### config.mk
export PLATFORM = sky130hd
export DESIGN_NAME = decode_issue_stage
export DESIGN_NICKNAME = d
export VERILOG_FILES = /design/src/rtl/decode_issue_stage.sv
export SDC_FILE = /design/constraint.sdc
export NUM_CORES = 1
export LEC_CHECK = 0
export CAP_MARGIN = 20
export CORE_MARGIN = 2
export CORE_UTILIZATION = 47
export DETAILED_ROUTE_END_ITERATION = 10
export PLACE_DENSITY_LB_ADDON = 0.05
export SLEW_MARGIN = 20
export SYNTH_ARGS = -nofsm -noshare
export SYNTH_HDL_FRONTEND = slang
export SYNTH_SLANG_ARGS = --single-unit
### constraint.sdc
create_clock -name clk -period 3.59 [get_ports clk]
set_input_delay 0.5385 -clock clk [delete_from_list [all_inputs] [get_ports clk]]
set_output_delay 0.5385 -clock clk [all_outputs]
set_load 0.05 [all_outputs]
### src/rtl/decode_issue_stage.sv
// decode_issue_stage: decodes one instruction per cycle into a one-entry issue register, with a RAW/WAW scoreboard.
// Define DECODE_WB_BYPASS_EN to let a same-cycle writeback clear hazards and forward wb_data into operands.
module decode_issue_stage #(
  parameter int DATA_W = 16,
  parameter int NREGS = 16,
  parameter int STALL_CNT_W = 16,
  localparam int REG_AW = $clog2(NREGS)
) (
  input  logic                   clk,
  input  logic                   rst_n,
  input  logic                   in_valid,
  output logic                   in_ready,
  input  logic [31:0]            instruction,
  output logic [REG_AW-1:0]      rd_addr1,
  output logic [REG_AW-1:0]      rd_addr2,
  input  logic [DATA_W-1:0]      rd_data1,
  input  logic [DATA_W-1:0]      rd_data2,
  input  logic                   wb_valid,
  input  logic [REG_AW-1:0]      wb_addr,
  input  logic [DATA_W-1:0]      wb_data,
  output logic                   out_valid,
  input  logic                   out_ready,
  output logic [2:0]             alu_ctrl,
  output logic [DATA_W-1:0]      src1,
  output logic [DATA_W-1:0]      src2,
  output logic [REG_AW-1:0]      wr_addr,
  output logic                   reg_w_en,
  output logic [STALL_CNT_W-1:0] stall_cnt
);
  logic [REG_AW-1:0] dest, src;
  logic imm_valid, wen, hazard, accept;
  logic [DATA_W-1:0] imm_ext, op1, op2;
  logic [NREGS-1:0] wb_mask, sb_eff, sb_q, sb_d;
  logic out_valid_q, out_valid_d, reg_w_en_q, reg_w_en_d;
  logic [2:0] alu_ctrl_q, alu_ctrl_d;
  logic [DATA_W-1:0] src1_q, src1_d, src2_q, src2_d;
  logic [REG_AW-1:0] wr_addr_q, wr_addr_d;
  logic [STALL_CNT_W-1:0] stall_cnt_q, stall_cnt_d;
  always_comb begin
    dest = instruction[24 +: REG_AW];
    src = instruction[20 +: REG_AW];
    imm_valid = instruction[16];
    wen = instruction[31:28] == 4'b0001 || instruction[31:28] == 4'b0010;
    imm_ext = DATA_W'($signed(instruction[15:0]));
    wb_mask = '0;
    wb_mask[wb_addr] = wb_valid;
`ifdef DECODE_WB_BYPASS_EN
    sb_eff = sb_q & ~wb_mask;
    op1 = (wb_valid && wb_addr == dest) ? wb_data : rd_data1;
    op2 = imm_valid ? imm_ext : (wb_valid && wb_addr == src) ? wb_data : rd_data2;
`else
    sb_eff = sb_q;
    op1 = rd_data1;
    op2 = imm_valid ? imm_ext : rd_data2;
`endif
    // dest is checked too so a second writer waits for the first (WAW)
    hazard = in_valid && (sb_eff[dest] || (!imm_valid && sb_eff[src]));
    in_ready = (!out_valid_q || out_ready) && !hazard;
    accept = in_valid && in_ready;
    sb_d = sb_q & ~wb_mask;
    sb_d[dest] = sb_d[dest] | (accept && wen);
    out_valid_d = accept || (out_valid_q && !out_ready);
    alu_ctrl_d = accept ? instruction[19:17] : alu_ctrl_q;
    src1_d = accept ? op1 : src1_q;
    src2_d = accept ? op2 : src2_q;
    wr_addr_d = accept ? dest : wr_addr_q;
    reg_w_en_d = accept ? wen : reg_w_en_q;
    stall_cnt_d = (hazard && stall_cnt_q != '1) ? stall_cnt_q + 1'b1 : stall_cnt_q;
  end
  always_ff @(posedge clk or negedge rst_n) begin
    if (!rst_n) begin
      sb_q <= '0;
      out_valid_q <= 1'b0;
      alu_ctrl_q <= '0;
      src1_q <= '0;
      src2_q <= '0;
      wr_addr_q <= '0;
      reg_w_en_q <= 1'b0;
      stall_cnt_q <= '0;
    end else begin
      sb_q <= sb_d;
      out_valid_q <= out_valid_d;
      alu_ctrl_q <= alu_ctrl_d;
      src1_q <= src1_d;
      src2_q <= src2_d;
      wr_addr_q <= wr_addr_d;
      reg_w_en_q <= reg_w_en_d;
      stall_cnt_q <= stall_cnt_d;
    end
  end
  assign rd_addr1 = dest;
  assign rd_addr2 = src;
  assign out_valid = out_valid_q;
  assign alu_ctrl = alu_ctrl_q;
  assign src1 = src1_q;
  assign src2 = src2_q;
  assign wr_addr = wr_addr_q;
  assign reg_w_en = reg_w_en_q;
  assign stall_cnt = stall_cnt_q;
endmodule

-- Word-level counts from Yosys, hierarchy flattened
Cells that the tools add are included.
- register bits: 73
- bits of input ports: 89
- output and inout bits: 66
- word-level logic and storage cells: 50
- $add $sub $neg: 1
- magnitude comparators: 5
- equal/unequal tests: 3
- muxes and demuxes: 12
- bitwise gates (word level): 4
- reductions and logical operators: 17
- operators with widths (cell ; number):
    AND 16 bit ; 2
    adder 16 x 1 -> 16 bit, second input constant ; 1
    bitwise mux 16 bit ; 1
    two-way mux 16 bit ; 1
    != test 16 bit, second input constant ; 1
    inverter 16 bit ; 1
    < comparator 4 x 5 -> 1 bit, second input constant ; 3
    binary-select mux 1 bit (select 4 bit) ; 3
    logical AND 1 bit ; 9
    demux 1 bit (select 4 bit) ; 2
    greater-or-equal comparator 4 x 1 -> 1 bit, second input constant ; 2
    two-way mux 1 bit ; 5
    equality test 4 x 1 -> 1 bit, second input constant ; 1
    equality test 4 x 2 -> 1 bit, second input constant ; 1
    logical NOT 1 bit ; 4
    logical OR 1 bit ; 4
    OR 1 bit ; 1

-- Depth between registers and ports, before layout
- depth after elaboration: 11
- depth in mapped cells: 9
- depth with buffers taken out: 6

-- Least setup slack after synthesis
No wires, ideal clock.
- path kind: input to output
- from: input port instruction[20]
- to: output port in_ready
- arrival time: 2.480 ns
- required time: 3.052 ns
- setup slack: 0.571 ns
- cell stages on the path: 6
- path buffers: 2
- path through: buf_2 mux4_2 o2111ai_1 a31oi_1 buf_2 nor2b_1
- cells in the longest elaborated chain, start to end: 7
- RTL lines (item ; line ; text):
    start, declared ; 13 ; input logic [31:0] instruction,
    binary-select mux 1 bit (select 4 bit) ; 57 ; hazard = in_valid && (sb_eff[dest] || (!imm_valid && sb_eff[src]));
    two-way mux 1 bit (not written as such) ; 57 ;
    logical AND 1 bit ; 57 ;
    logical OR 1 bit ; 57 ;
    logical AND 1 bit ; 57 ;
    logical NOT 1 bit ; 58 ; in_ready = (!out_valid_q || out_ready) && !hazard;
    logical AND 1 bit ; 58 ;
    end, declared ; 12 ; output logic in_ready,
No other way between the ends. The select of a mux whose other input is x is not followed.

-- Worst setup path after layout
- from: input port instruction[24]
- to: output port in_ready
- cells in the longest elaborated chain, start to end: 6
- RTL lines (item ; line):
    binary-select mux 1 bit (select 4 bit) ; 57
    two-way mux 1 bit (not written as such) ; 57
    logical OR 1 bit ; 57
    logical AND 1 bit ; 57
    logical NOT 1 bit ; 58
    logical AND 1 bit ; 58
No other way between the ends. The select of a mux whose other input is x is not followed.

==> key figures <==
Run status
  • Outcome: finished, final reports clean

Critical path
  • Largest delay contributor family on the critical path: buffers and inverters
  • CP cell instances: clkdlybuf4s50_1 > buf_4 > mux4_2 > nand3_1 > and3_1 > a31oi_1 > nor2b_1 > buf_12
  • Max FO, Critical Path: 5
  • Worst Setup Path Type: input pin to output port
  • Arr. time, crit path: between 2 and 3 ns
  • CP max stage cell: clkdlybuf4s50_1
  • Setup crit start kind: input pin
  • CP Capture Type: output port
  • Max incr delay on CP: between 0.5 and 0.6 ns
  • Required time worst endpoint: 3.05 ns
  • Buffers & Inverters on Critical Path: 3

Global route
  • Largest net degree at the start of global routing: 74
  • Vias in the first global route: just under 3000
  • Grt ovf: 0
  • First-pass GRT wire length: 14800 um
  • Antenna violations before repair: 0
  • GRT Total Usage: 21.6%

Die
  • IO Pins: 155
  • Row count: 32
  • Chip Height: 93.8 um
  • Core footprint: 0.00777 mm2
  • Total die area: between 0.008 and 0.009 mm2
  • Die X: 93.8 um
  • Starting density of the core: 48.8%

Placed design
  • IO buf count: 138
  • Post-detail-place hpwl: roughly 7000 um
  • Placer Congestion: between 0.8 and 0.9
  • Placed insts: roughly 560

Layout
  • FILL cells: about 610
  • Final Non-Filler Cells: 574
  • Fraction of layout cells with a size suffix above 1: 14.0%
  • Nets: 557
  • Synthesis-to-finish area growth: 43.1%
  • Diodes inserted: 0

Timing
  • RSZ-0062 raised after global routing: no
  • Fin crit period: 3.21 ns
  • Final Slew Violations: 0
  • Slew Limit Headroom: 38.6%
  • Max Freq: just over 300 MHz
  • Final worst-path cycle share: 89.3%
  • Worst Skew: 0.0104 ns
  • # setup viols final: 0
  • Setup_tns: 0 ns
  • Worst Tran Pin Value: around 0.9 ns
  • Final Hold Fails: 0

Clock network
  • Bufs on Longest Clock Path: 2
  • Clock Latency Late Sink: roughly 0.34 ns
  • Clock tree sinks: 73
  • CTS Buf Count: 9
  • CTS tree: built
  • Hold buffer count at CTS: 0
  • H-tree levels: 3
  • Post-CTS setup buffer count: 0
  • CTS resizes: 0
  • Clock-pin slew on the worst setup and hold paths: 0.08 ns
  • Clock Tree Root: clkbuf_8

Routing
  • Starting DRT DRC Count: 114
  • Iteration count of the initial detailed-routing pass: 4
  • Routed vias: 3069
  • Drt wl/cell: 16.2 um
  • Drt drc: 0
  • Vias/cell: 5.35
  • Final WL: 9300 um
  • Antenna Nets Post-Route: 0

Logic synthesis
  • Most frequent cell after synthesis: dfrtp_1
  • Post-synthesis mux area share: 20.3%
  • Simple-gate share of the synthesized area: 13.2%
  • Syn nets: 421
  • Synthesis Warnings: 0
  • Largest family of logic cells by synthesized area: multiplexers
  • Synth top cells by count: dfrtp_1 (73), mux2i_1 (29), nor2_1 (25), nand2_1 (19)
  • Synthesized flop and latch total: 73
  • Largest area contributor in the netlist: dfrtp_1
  • Ranking of synthesized cells by area: dfrtp_1 (48%), mux2i_1 (7.7%), mux2_2 (5.3%)
  • Compound-Gate Fraction of Synth Area: roughly 9%
  • Area share of the largest cell type after synthesis: 48.2%
  • Post-Syn Area: ~0.0038 mm2
  • Mapped Cells: 331
  • Ys flop type: dfrtp_1
  • Seq/Total Area, Yosys: 48.2%
  • Mean Syn Cell Area: 11.4 um2
  • Synth Area in Adders: 0.330%
  • FFs w/ async S/R, synth: 100%
  • Post-synth EDFFs: 0
  • Post-synthesis xor/xnor area fraction: 3.47%
  • Distinct cells, synth: between 40 and 50

Flow run
  • Max-Cap Viols: 0

Power and ir drop
  • Leakage: 2.24 nW
  • Worst VDD drop: 0.395 mV
  • Pwr dens: 537 mW/mm2
  • Total power: 2.91 mW

Min path
  • Worst min-delay path class: input pin to asynchronous set/reset pin
cell usage in the layout (no fill, tap or decap), drive strengths merged, types with 3 or more instances in the layout:
cell type,n
dfrtp,73
nand4,3
a21oi,18
nand3,17
mux4,7
mux2,26
clkbuf,9
o2111ai,3
nand2,19
o211ai,6
nor3,5
and4,4
and3,3
nand3b,4
nand2b,4
nor2,25
a22oi,3
o21ai,19
mux2i,29
xnor2,15
nor2b,5
inv,6
clkdlybuf4s50,136
buf,13
cells by family after synthesis:
logic type | count (synthesis)
fa+ha+maj | 1
compound gates | 55
xor+xnor | 15
mux | 62
simple gates | 96
buf+inv | 29
flops | 73
path summary, 6_finish.rpt:
check,startpoint,cells after the start,slack [ns],end
setup / recovery,instruction[24],8,0.38,in_ready
hold / removal,rst_n,1,0.32,stall_cnt[10]$_DFFE_PN0P_
setup reg to reg,sb_eff[2]$_DFF_PN0_,6,1.24,wr_addr[3]$_DFFE_PN0P_
hold reg to reg,stall_cnt[15]$_DFFE_PN0P_,1,0.51,stall_cnt[15]$_DFFE_PN0P_
max in group asynchronous,rst_n,1,2.66,src1[4]$_DFFE_PN0P_
min in group clk,stall_cnt[15]$_DFFE_PN0P_,1,0.51,stall_cnt[15]$_DFFE_PN0P_
flip-flops by register name, summed over array words and instances, names as in the netlist:
| signal | count |
|---|---|
| alu_ctrl | 3 |
| out_valid | 1 |
| reg_w_en | 1 |
| sb_eff | 16 |
| src1 | 16 |
| src2 | 16 |
| stall_cnt | 16 |
| wr_addr | 4 |
worst reg2reg max path, delay by kind of cell, from the launching register on:
| kind | cells | cell delay [ns] |
|---|---|---|
| flip-flops | 1 | 0.43 |
| multiplexers | 2 | 0.83 |
| AO/OA/AOI/OAI | 1 | 0.17 |
| AND/OR/NAND/NOR | 2 | 0.59 |
| buffers and inverters | 1 | 0.22 |
power by group:
group / internal (mW) / switching (mW)
Sequential: 0.962 / 0.0992
Clock: 0.391 / 0.314
Combinational: 0.451 / 0.698
per-layer routing:
metal	vias to the layer above	part of all wire (%)	GRT usage, %
met5	-	0	0
met1	1482	43	29.3
met3	15	5.8	4.09
li1	1468	-	-
met4	0	1.7	7.00
met2	104	50	35.0
through the flow:
| step | util, % | setup slack (ns) | cell area, um2 | hold slack [ns] |
|---|---|---|---|---|
| 2_1_floorplan | - | 0.571 | 3790 | 0.243 |
| 3_3_place_gp | 67.0 | 0.406 | 5210 | 0.488 |
| 3_5_place_dp | 67.0 | 0.393 | 5210 | 0.491 |
| 4_1_cts | 69.8 | 0.394 | 5420 | 0.364 |
| 5_1_grt | 69.8 | 0.255 | 5420 | 0.412 |
| 6_report | 69.8 | 0.385 | 5420 | 0.319 |
layout make-up:
class	instances	area, um2	area share, %
flip-flops and latches	73	1830	33.7
multi-input cells	229	1750	32.2
repair buffers	149	1480	27.4
well taps	102	128	2.35
clock buffers	9	124	2.28
clock inverters	7	93.8	1.73
inverters	5	18.8	0.346
No activity file was read; power rests on OpenSTA's default activity.
